### src/rtl/bin2bcd_seq_pkg.sv
// rtl/bin2bcd_seq_pkg.sv - shared FSM encodings and BCD correction constants
package bin2bcd_seq_pkg;

    localparam logic [1:0] IDLE   = 2'd0;
    localparam logic [1:0] SHIFT  = 2'd1;
    localparam logic [1:0] FINISH = 2'd2;
    localparam logic [1:0] DONE   = 2'd3;

    localparam logic [3:0] BCD_CORR   = 4'd3;
    localparam logic [3:0] BCD_THRESH = 4'd5;

endpackage

### src/rtl/bcd_dabble_digit.sv
// rtl/bcd_dabble_digit.sv - add-3 correction of one BCD digit ahead of a double-dabble shift
module bcd_dabble_digit
    import bin2bcd_seq_pkg::*;
(
    input  logic [3:0] din,
    output logic [3:0] dout
);

    assign dout = (din >= BCD_THRESH) ? (din + BCD_CORR) : din;

endmodule

### src/rtl/bin2bcd_seq.sv
// rtl/bin2bcd_seq.sv - sequential double-dabble binary-to-BCD converter with valid/ready on both sides
module bin2bcd_seq
    import bin2bcd_seq_pkg::*;
#(
    parameter int BIN_WIDTH   = 16,
    parameter int DIGITS      = 5,
    parameter int SIGNED_MODE = 0,
    parameter int NDIG_W      = 3
) (
    input  logic                  sclk,
    input  logic                  s_rst,
    input  logic                  bin_vld,
    output logic                  bin_rdy,
    input  logic [BIN_WIDTH-1:0]  bin_data,
    output logic                  bcd_vld,
    input  logic                  bcd_rdy,
    output logic [4*DIGITS-1:0]   bcd_data,
    output logic                  bcd_sign,
    output logic [NDIG_W-1:0]     bcd_ndig,
    output logic                  bcd_ovf
);

    localparam int CNT_W = (BIN_WIDTH > 1) ? $clog2(BIN_WIDTH) : 1;

    logic [1:0]              state_q, state_d;
    logic [CNT_W-1:0]        cnt_q, cnt_d;
    logic [BIN_WIDTH-1:0]    shreg_q, shreg_d;
    logic [4*DIGITS-1:0]     digits_q, digits_d;
    logic                    ovf_q, ovf_d;
    logic                    sign_q, sign_d;
    logic                    bcd_vld_q, bcd_vld_d;
    logic [4*DIGITS-1:0]     bcd_data_q, bcd_data_d;
    logic                    bcd_sign_q, bcd_sign_d;
    logic [NDIG_W-1:0]       bcd_ndig_q, bcd_ndig_d;
    logic                    bcd_ovf_q, bcd_ovf_d;

    logic [4*DIGITS-1:0]     corr;
    logic                    bin_neg;
    logic [BIN_WIDTH-1:0]    bin_mag;
    logic [NDIG_W-1:0]       ndig;

    for (genvar g = 0; g < DIGITS; g++) begin : g_digit
        bcd_dabble_digit u_digit (
            .din  (digits_q[4*g +: 4]),
            .dout (corr[4*g +: 4])
        );
    end

    // Negating the most-negative value wraps to itself, which reads correctly as unsigned.
    assign bin_neg = (SIGNED_MODE != 0) && bin_data[BIN_WIDTH-1];
    assign bin_mag = bin_neg ? -bin_data : bin_data;

    always_comb begin
        ndig = NDIG_W'(1);
        for (int i = 1; i < DIGITS; i++) begin
            if (digits_q[4*i +: 4] != 4'd0) begin
                ndig = NDIG_W'(i + 1);
            end
        end
    end

    always_comb begin
        state_d    = state_q;
        cnt_d      = cnt_q;
        shreg_d    = shreg_q;
        digits_d   = digits_q;
        ovf_d      = ovf_q;
        sign_d     = sign_q;
        bcd_vld_d  = bcd_vld_q;
        bcd_data_d = bcd_data_q;
        bcd_sign_d = bcd_sign_q;
        bcd_ndig_d = bcd_ndig_q;
        bcd_ovf_d  = bcd_ovf_q;
        case (state_q)
            IDLE: begin
                if (bin_vld) begin
                    shreg_d  = bin_mag;
                    sign_d   = bin_neg;
                    digits_d = '0;
                    cnt_d    = CNT_W'(BIN_WIDTH - 1);
                    ovf_d    = 1'b0;
                    state_d  = SHIFT;
                end
            end
            SHIFT: begin
                // A set top bit would be shifted out: the value no longer fits in DIGITS.
                {digits_d, shreg_d} = {corr[4*DIGITS-2:0], shreg_q, 1'b0};
                if (corr[4*DIGITS-1]) begin
                    ovf_d = 1'b1;
                end
                cnt_d = cnt_q - CNT_W'(1);
                if (cnt_q == '0) begin
                    state_d = FINISH;
                end
            end
            FINISH: begin
                bcd_data_d = digits_q;
                bcd_sign_d = sign_q;
                bcd_ndig_d = ndig;
                bcd_ovf_d  = ovf_q;
                bcd_vld_d  = 1'b1;
                state_d    = DONE;
            end
            default: begin
                if (bcd_rdy) begin
                    bcd_vld_d = 1'b0;
                    state_d   = IDLE;
                end
            end
        endcase
    end

    always_ff @(posedge sclk) begin
        if (s_rst) begin
            state_q    <= IDLE;
            cnt_q      <= '0;
            shreg_q    <= '0;
            digits_q   <= '0;
            ovf_q      <= 1'b0;
            sign_q     <= 1'b0;
            bcd_vld_q  <= 1'b0;
            bcd_data_q <= '0;
            bcd_sign_q <= 1'b0;
            bcd_ndig_q <= NDIG_W'(1);
            bcd_ovf_q  <= 1'b0;
        end else begin
            state_q    <= state_d;
            cnt_q      <= cnt_d;
            shreg_q    <= shreg_d;
            digits_q   <= digits_d;
            ovf_q      <= ovf_d;
            sign_q     <= sign_d;
            bcd_vld_q  <= bcd_vld_d;
            bcd_data_q <= bcd_data_d;
            bcd_sign_q <= bcd_sign_d;
            bcd_ndig_q <= bcd_ndig_d;
            bcd_ovf_q  <= bcd_ovf_d;
        end
    end

    assign bin_rdy  = (state_q == IDLE);
    assign bcd_vld  = bcd_vld_q;
    assign bcd_data = bcd_data_q;
    assign bcd_sign = bcd_sign_q;
    assign bcd_ndig = bcd_ndig_q;
    assign bcd_ovf  = bcd_ovf_q;

endmodule
### config.mk
export PLATFORM = sky130hd
export DESIGN_NAME = bin2bcd_seq
export DESIGN_NICKNAME = d
export VERILOG_FILES = /design/src/rtl/bin2bcd_seq_pkg.sv /design/src/rtl/bcd_dabble_digit.sv /design/src/rtl/bin2bcd_seq.sv
export SDC_FILE = /design/constraint.sdc
export NUM_CORES = 1
export LEC_CHECK = 0
export ABC_AREA = 1
export CAP_MARGIN = 20
export CORE_MARGIN = 5
export CORE_UTILIZATION = 35
export CTS_CLUSTER_DIAMETER = 30
export CTS_CLUSTER_SIZE = 12
export DETAILED_ROUTE_END_ITERATION = 12
export GPL_ROUTABILITY_DRIVEN = 0
export HOLD_SLACK_MARGIN = 0.02
export PLACE_DENSITY = 0.58
export SLEW_MARGIN = 10
export SYNTH_ARGS = -nofsm -noshare
export SYNTH_HDL_FRONTEND = slang
export SYNTH_SLANG_ARGS = --single-unit
### constraint.sdc
create_clock -name sclk -period 1.5 [get_ports sclk]
set_input_delay 0.3 -clock sclk [delete_from_list [all_inputs] [get_ports sclk]]
set_output_delay 0.3 -clock sclk [all_outputs]
set_load 0.005 [all_outputs]
==> flow_summary.json, run 1 <==
{
  "routedWlPerCell_um": 12.2,
  "yosys_warnings": 0,
  "synth_cell_type_count": 29,
  "cpPeakStageDelay_ns": 0.50,
  "vias": 3036,
  "ant_nets": 0,
  "netlist_instances": 445,
  "clk_pin_slew_ns": 0.07,
  "crit_start": "bcd_ovf$_SDFFE_PP0P_",
  "cp.arrival_ns": 1.18,
  "clk_path_buf_depth": 2,
  "crit_family": "buffers and inverters",
  "status": "completed",
  "overflow": 0,
  "nets": 539,
  "powerDensity_nw_per_um2": 1700,
  "fin_util_pct": 47.4,
  "cts_buffers": 9,
  "drive_gt1_share_pct": 18.3,
  "period_needed_ns": 1.48,
  "clock_latency_ns": 0.34,
  "grt_pass1_vias": 2853,
  "hp-class": "flip-flop to flip-flop",
  "postSynth.asyncResetShare_pct": 0,
  "vdd_drop_max_v": 0.000755,
  "maxCapViolCount": 0,
  "p_leak_nw": 2.07,
  "end_kind": "output pin",
  "rsz0062_at_grt": "true",
  "synth_seq_area_share_pct": 41.0,
  "cts.sinks": 68,
  "crit_path_max_fanout": 2,
  "fillers": 934,
  "tns_ns": 0,
  "skew_ns": 0.00982,
  "grt_usage_pct": 13.8,
  "place_area_um2": 4010,
  "p_total_mw": 7.46,
  "root_buffer": "clkbuf_8",
  "tritoncts": "yes",
  "endpoint": "bcd_ovf",
  "portBuffers": 45,
  "synth_edf_count": 0,
  "synth_seq_cells": 68,
  "syn-cell-area_um2": 3320,
  "pin_count": 47,
  "worst-path-buf-inv": 1,
  "multiInputGateArea_um2": 1740,
  "die_area_um2": 11500,
  "synth_nets": 481,
  "htree_num_levels": 3,
  "final_common_cell": "nand2_1",
  "drt-initial-drc-count": 106,
  "num_rows": 35,
  "register_area_um2": 1370,
  "drtPass1Iterations": 5,
  "instances_no_fill": 637,
  "grt_start_max_net_pins": 40,
  "finalSetupViolCount": 0,
  "syn_to_final_growth_pct": 31.9,
  "cp_slowest_cell": "clkdlybuf4s50_1",
  "r2r_cells": 7,
  "die_x_um": 107,
  "cts_hold_buf": 0,
  "cp_cell_sequence": "clkdlybuf4s50_1",
  "die_y_um": 107,
  "drc": 0,
  "crit_type": "flip-flop to output pin",
  "min-delay-start": "ovf_q$_SDFFE_PP0P_",
  "routed_via_density": 4.77,
  "initial_core_util_pct": 35.9,
  "r2r_start": "state_q[0]$_SDFFE_PP0P_",
  "dp_cells": 617,
  "critPathLaunchType": "flip-flop",
  "path_depth": 1,
  "period_share_pct": 98.4,
  "fmax_mhz": 678,
  "coreArea_um2": 9240,
  "slew_viol_final": 0,
  "final_cell_mix": "nand2_1 (105), dfxtp_1 (59), inv_1 (37)",
  "crit_required_ns": 1.20,
  "antenna_found_initial": 0,
  "syn_avg_cell_area_um2": 7.46,
  "design_area_um2": 4380,
  "grt_pass1_wl_um": 13100,
  "reg2reg_to": "shreg_q[10]$_SDFFE_PP0P_",
  "synth_ff_type": "dfxtp_1",
  "rrSetupSlack_ns": 0.03,
  "diodes": 0,
  "dp.final_hpwl_um": 5300,
  "wl_um": 7770,
  "hold_viol_final": 0
}
==> state kept, by name (all words and copies together), names as in the netlist <==
| signal | count |
|---|---|
| ovf_q | 1 |
| bcd_vld | 1 |
| bcd_ovf | 1 |
| digits_q | 20 |
| bcd_data | 20 |
| state_q | 2 |
| bcd_ndig | 3 |
| cnt_q | 4 |
| shreg_q | 16 |
==> metrics by stage <==
step	setup slack, ns	hold WS, ns
after floorplan	0.0343	0.431
after global placement	-0.118	0.444
after detailed placement	-0.174	0.444
after CTS	0.000781	0.455
after global routing	-0.0621	0.489
final	0.0246	0.451
==> routing by layer <==
metal	part of all wire, %	vias to the layer above	track usage [%]
met3	3.7	8	2.40
met4	1.1	0	4.96
met5	0	-	0
met1	49	1398	18.5
li1	-	1586	-
met2	46	44	22.3
==> worst min path at each step <==
stage | end | slack [ns] | cells past startpoint
after global routing | shreg_q[14]$_SDFFE_PP0P_ | 0.49 | 2
final | ovf_q$_SDFFE_PP0P_ | 0.45 | 2
after global placement | bcd_ovf$_SDFFE_PP0P_ | 0.44 | 2
after CTS | ovf_q$_SDFFE_PP0P_ | 0.45 | 2
after floorplan | ovf_q$_SDFFE_PP0P_ | 0.43 | 2
after detailed placement | ovf_q$_SDFFE_PP0P_ | 0.44 | 2
==> cell type report <==
| cell class | count | area share [%] |
|---|---|---|
| clock inverters | 5 | 0.629 |
| repair buffers | 69 | 17.3 |
| multi-input cells | 313 | 39.8 |
| well taps | 129 | 3.69 |
| clock buffers | 11 | 3.23 |
| inverters | 42 | 4.00 |
| flip-flops and latches | 68 | 31.4 |
==> cell families after synthesis <==
| group | after synthesis | share of synthesized area [%] |
|---|---|---|
| simple gates | 184 | 24.7 |
| compound gates | 111 | 19.0 |
| other cells | 1 | 0.113 |
| flops | 68 | 41.0 |
| fa+ha+maj | 16 | 6.03 |
| buf+inv | 65 | 9.13 |
==> synthesized netlist by cell type, types with 2 or more instances <==
library cell,number,area [µm²]
a21oi_1,36,180
a21oi_2,9,78.8
a31oi_1,15,93.8
buf_2,6,30.0
buf_4,4,30.0
buf_6,2,22.5
clkbuf_1,9,33.8
dfxtp_1,68,1360
ha_1,16,200
inv_1,39,146
inv_2,2,7.51
nand2_1,108,405
nand2_2,10,62.6
nand3_1,30,150
nand4_1,6,37.5
nor2_1,23,86.3
nor2_4,2,22.5
nor2_8,2,40.0
nor3_1,3,15.0
o211ai_1,3,22.5
o21ai_0,38,190
o21ai_1,7,35.0
==> power by group <==
| group | leakage, nW | internal, mW | switching, mW |
|---|---|---|---|
| clock network | 0.0889 | 0.634 | 0.700 |
| logic | 1.43 | 1.62 | 1.87 |
| registers | 0.559 | 2.35 | 0.284 |
==> what timing repair did <==
action / CTS / global route
gates cloned: 2 / 1
pin swaps: 2 / 3
resized for setup: 16 / 54
endpoints found under the setup margin: 33 / 60
buffers inserted: 1 / 0
Power figures use the tool's default switching activity.
==> run 2, diff against run 1 <==
--- a/config.mk
+++ b/config.mk
@@ -8,13 +8,12 @@
 export ABC_AREA = 1
 export CAP_MARGIN = 20
 export CORE_MARGIN = 5
-export CORE_UTILIZATION = 35
+export CORE_UTILIZATION = 25
 export CTS_CLUSTER_DIAMETER = 30
-export CTS_CLUSTER_SIZE = 12
 export DETAILED_ROUTE_END_ITERATION = 12
 export GPL_ROUTABILITY_DRIVEN = 0
 export HOLD_SLACK_MARGIN = 0.02
-export PLACE_DENSITY = 0.58
+export PLACE_DENSITY = 0.45
 export SLEW_MARGIN = 10
 export SYNTH_ARGS = -nofsm -noshare
 export SYNTH_HDL_FRONTEND = slang
==> flow_summary.json, run 2 (synthesized netlist as in run 1, its figures left out) <==
{
  "rsz0062_at_grt": "true",
  "dp_cells": 665,
  "portBuffers": 45,
  "ant_nets": 0,
  "period_needed_ns": 1.54,
  "cts_buffers": 9,
  "intPower_mw": 5.90,
  "place_area_um2": 4090,
  "fin_ws_ns": -0.0407,
  "final_cell_mix": "nand2_1 (101), dfxtp_1 (64), inv_1 (37)",
  "grt_pass1_wl_um": 14100,
  "top_usage_layer": "met2",
  "crit_type": "flip-flop to flip-flop",
  "die_y_um": 125,
  "maxCapViolCount": 0,
  "combinationalPowerShare_pct": 46.3,
  "coreArea_um2": 13100,
  "hp-class": "flip-flop to flip-flop",
  "clkPwrFrac_pct": 24.7,
  "status": "finished, violations left",
  "antenna_found_initial": 0,
  "crit_path_max_fanout": 6,
  "dp.final_hpwl_um": 5790,
  "root_buffer": "clkbuf_16",
  "slew_viol_final": 0,
  "vias": 3110,
  "clk_pin_slew_ns": 0.06,
  "violations": "negative setup slack",
  "grt_pass1_vias": 2835,
  "die_x_um": 125,
  "end_kind": "flip-flop",
  "grtUsageMet1_pct": 15.0,
  "drtPass1Iterations": 4,
  "diodes": 0,
  "skew_ns": 0.00937,
  "met2_usage_pct": 16.1,
  "grt_start_max_net_pins": 26,
  "pin_count": 47,
  "clock_latency_ns": 0.33,
  "instances_no_fill": 694,
  "design_area_um2": 4840,
  "drc": 0,
  "p_leak_nw": 2.20,
  "vdd_drop_max_v": 0.000673,
  "use_met3_pct": 3.24,
  "net-switching-power_mw": 3.27,
  "routedWlPerCell_um": 13.2,
  "switching_share_pct": 35.6,
  "grt_usage_pct": 11.0,
  "initial_core_util_pct": 25.3,
  "tritoncts": "yes",
  "clk_path_buf_depth": 2,
  "htree_num_levels": 3,
  "overflow": 0,
  "cp.arrival_ns": 1.80,
  "syn_to_final_growth_pct": 46.0,
  "critPathLaunchType": "flip-flop",
  "pre_cts_ws_ns": -0.153,
  "nets": 549,
  "final_common_cell": "nand2_1",
  "powerDensity_nw_per_um2": 1890,
  "pwr-share-seq_pct": 29.1,
  "crit_required_ns": 1.76,
  "finalSetupViolCount": 25,
  "die_area_um2": 15700,
  "wl_um": 9180,
  "fmax_mhz": 649,
  "drive_gt1_share_pct": 22.0,
  "drt-initial-drc-count": 148,
  "tns_ns": -0.514,
  "cts.sinks": 68,
  "hold_viol_final": 0,
  "period_share_pct": 103,
  "num_rows": 42,
  "routed_via_density": 4.48
}
==> run 2: changes by cell type in the layout (fill, tap and decap cells not counted), sizes merged <==
| cell | previous run | this run |
|---|---|---|
| dlymetal6s2s | 18 | 14 |
| bufinv | 0 | 2 |
| clkbuf | 11 | 13 |
| clkdlybuf4s50 | 25 | 27 |
| dlygate4sd2 | 2 | 4 |
| nor2 | 28 | 27 |
| buf | 24 | 31 |
==> run 2: final cells by class <==
type	instances	area, µm²
tap	176	220
multi-input combinational	312	1820
fill	1363	8290
clock inverter	7	91.3
timing repair buffer	80	928
sequential	68	1370
clock buffer	9	225
inverter	42	191
==> run 2: critical path, cell delays in order, from the launching register on <==
cell       delay (ns)
dfxtp_2          0.35
inv_2            0.06
ha_4             0.16
buf_6            0.13
inv_6            0.06
nor2_8           0.05
nor2_8           0.16
buf_6            0.15
clkbuf_16        0.15
o21ai_1          0.06
a31oi_1          0.15
==> run 2: routing by layer <==
| layer | wire length, µm | part of all wire, % | vias up |
|---|---|---|---|
| li1 | - | - | 1607 |
| met1 | 4550 | 50 | 1433 |
| met2 | 4070 | 44 | 57 |
| met3 | 383 | 4.2 | 13 |
| met4 | 172 | 1.9 | 0 |
| met5 | 0 | 0 | - |
==> run 2: through the flow <==
| stage | hold slack, ns | util, % | total power [mW] |
|---|---|---|---|
| 2_1_floorplan | 0.431 | - | 4.52 |
| 3_3_place_gp | 0.443 | 31.1 | 5.75 |
| 3_5_place_dp | 0.454 | 31.1 | 5.76 |
| 4_1_cts | 0.455 | 33.9 | 8.18 |
| 5_1_grt | 0.483 | 36.9 | 9.72 |
| 6_report | 0.461 | 36.9 | 9.17 |
==> run 2: power groups by stage <==
stage,Combinational (mW),Clock (mW),Sequential (mW)
final,4.24,2.26,2.66
after global routing,4.58,2.42,2.73
after CTS,3.24,2.32,2.62
after detailed placement,3.11,0,2.64
after global placement,3.11,0,2.64
after floorplan,1.91,0,2.61
==> run 2: timing repair <==
item,CTS,global route
cloned,0,4
setup endpoints to repair,31,47
resized for setup,15,73
hold buffers,0,0
buffers inserted,2,7
pin swaps,1,17
==> run 2: final timing paths <==
| check | depth (start not counted) | start | end | slack, ns |
|---|---|---|---|---|
| worst max-delay path | 10 | state_q[1]$_SDFFE_PP0P_ | shreg_q[8]$_SDFFE_PP0P_ | -0.04 |
| worst min-delay path | 2 | bcd_vld$_SDFFE_PP0P_ | bcd_vld$_SDFFE_PP0P_ | 0.46 |
| worst max register to register | 10 | state_q[1]$_SDFFE_PP0P_ | shreg_q[8]$_SDFFE_PP0P_ | -0.04 |
| worst min register to register | 2 | bcd_vld$_SDFFE_PP0P_ | bcd_vld$_SDFFE_PP0P_ | 0.46 |
==> run 3, diff against run 2 <==
--- a/config.mk
+++ b/config.mk
@@ -12,9 +12,10 @@
 export CTS_CLUSTER_DIAMETER = 30
 export DETAILED_ROUTE_END_ITERATION = 12
 export GPL_ROUTABILITY_DRIVEN = 0
-export HOLD_SLACK_MARGIN = 0.02
+export HOLD_SLACK_MARGIN = 0.15
 export PLACE_DENSITY = 0.45
 export SLEW_MARGIN = 10
 export SYNTH_ARGS = -nofsm -noshare
 export SYNTH_HDL_FRONTEND = slang
 export SYNTH_SLANG_ARGS = --single-unit
+export TNS_END_PERCENT = 5
==> flow_summary.json, run 3 (synthesized netlist as in run 1, its figures left out) <==
{
  "status": "finished, violations left",
  "violations": "negative setup slack",
  "drtPass1Iterations": 4,
  "htree_num_levels": 3,
  "clock_latency_ns": 0.33,
  "dp_cells": 665,
  "crit_start": "state_q[0]$_SDFFE_PP0P_",
  "cp_cell_sequence": "inv_4 > ha_4 > buf_6 > inv_6 > nor2_8 > nor2_8 > clkinv_4 > nand2_1 > a21oi_1",
  "skew_ns": 0.00932,
  "drt-initial-drc-count": 111,
  "grt_usage_pct": 10.9,
  "die_area_um2": 15700,
  "clk_pin_slew_ns": 0.06,
  "routedWlPerCell_um": 12.3,
  "hold_viol_final": 0,
  "final_common_cell": "nand2_1",
  "drive_gt1_share_pct": 18.4,
  "cts.sinks": 68,
  "vias": 3057,
  "wl_um": 8500,
  "clk_path_buf_depth": 2,
  "p_leak_nw": 2.11,
  "crit_required_ns": 1.72,
  "powerDensity_nw_per_um2": 1840,
  "p_total_mw": 8.50,
  "ant_nets": 0,
  "overflow": 0,
  "min-delay-start": "bcd_vld$_SDFFE_PP0P_",
  "coreArea_um2": 13100,
  "num_rows": 42,
  "nets": 546,
  "dp.final_hpwl_um": 5790,
  "antenna_found_initial": 0,
  "syn_to_final_growth_pct": 39.3,
  "fmax_mhz": 663,
  "diodes": 0,
  "drc": 0,
  "tritoncts": "yes",
  "vdd_drop_max_v": 0.000709,
  "slew_viol_final": 0,
  "hp-class": "flip-flop to flip-flop",
  "pin_count": 47,
  "portBuffers": 45,
  "worst_path_most_repeated_cell": "nor2_8",
  "crit_type": "flip-flop to flip-flop",
  "critPathLaunchType": "flip-flop",
  "instances_no_fill": 691,
  "routed_via_density": 4.42,
  "finalSetupViolCount": 4,
  "cts_buffers": 9,
  "tns_ns": -0.0160,
  "final_cell_mix": "nand2_1 (104), dfxtp_1 (64), inv_1 (37)",
  "r2r_start": "state_q[0]$_SDFFE_PP0P_",
  "hold_ws_ns": 0.460,
  "crit_path_max_fanout": 18,
  "grt_pass1_wl_um": 14000,
  "fin_ws_ns": -0.00737,
  "end_kind": "flip-flop",
  "initial_core_util_pct": 25.3,
  "period_needed_ns": 1.51,
  "grt_start_max_net_pins": 26,
  "cpPeakStageDelay_ns": 0.35,
  "die_y_um": 125,
  "die_x_um": 125,
  "cp.arrival_ns": 1.72,
  "period_share_pct": 100,
  "maxCapViolCount": 0,
  "grt_pass1_vias": 2827,
  "root_buffer": "clkbuf_16",
  "pre_cts_ws_ns": -0.153,
  "rsz0062_at_grt": "true",
  "cp_slowest_cell": "dfxtp_2"
}
==> run 3: cell count changes in the layout (fill, tap and decap cells not counted), moves of 3 or more <==
cell / before / now
buf_4: 20 / 23
nand2_1: 101 / 104
clkbuf_16: 13 / 10
nand3_1: 25 / 29
nor2_1: 19 / 22
o21ai_2: 6 / 3
o21ai_1: 11 / 17
==> run 3: area by class of cell <==
class	count	area (µm²)
inverters	42	170
well taps	176	220
clock buffers	9	225
flip-flops and latches	68	1370
multi-input cells	312	1730
clock inverters	7	91.3
fillers	1381	8520
repair buffers	77	821
==> run 3: what timing repair did <==
item,4_1_cts,5_1_grt
cloned,0,1
setup endpoints to repair,31,63
gates resized for setup,12,47
pin swaps,1,9
setup buffers,2,7
hold buffers,0,0
==> run 3: final timing paths <==
| path | slack [ns] | endpoint | depth (start not counted) |
|---|---|---|---|
| worst min-delay path | 0.46 | bcd_vld$_SDFFE_PP0P_ | 2 |
| worst max register to register | -0.007 | digits_q[8]$_SDFFE_PP0P_ | 9 |
| worst max-delay path | -0.007 | digits_q[8]$_SDFFE_PP0P_ | 9 |
| worst min register to register | 0.46 | bcd_vld$_SDFFE_PP0P_ | 2 |
==> run 3: where the power goes <==
group          total [mW]  internal [mW]  leakage (nW)  switching (mW)
combinational        3.61           1.74          1.40            1.87
clock                2.25           1.45         0.155           0.806
sequential           2.64           2.35         0.557           0.291
==> run 3: per-stage QoR <==
stage	util, %	instance area [µm²]
floorplan	-	3320
global placement	31.1	4090
detailed placement	31.1	4090
CTS	33.8	4440
global route	35.2	4620
finish	35.2	4620
==> run 3: routing by layer <==
layer | GRT usage, % | vias to the layer above | wire length, µm
met3 | 3.24 | 7 | 368
met2 | 15.8 | 63 | 3690
met5 | 0 | - | 0
met4 | 5.04 | 0 | 106
li1 | - | 1603 | -
met1 | 15.0 | 1384 | 4330
==> run 3: critical path, delay by kind of cell, from the launching register on <==
| kind | cells | cell delay, ns |
|---|---|---|
| adder cells (fa/ha/maj) | 1 | 0.15 |
| AND/OR/NAND/NOR | 3 | 0.35 |
| flip-flops | 1 | 0.35 |
| AO/OA/AOI/OAI | 1 | 0.07 |
| buffers and inverters | 4 | 0.47 |
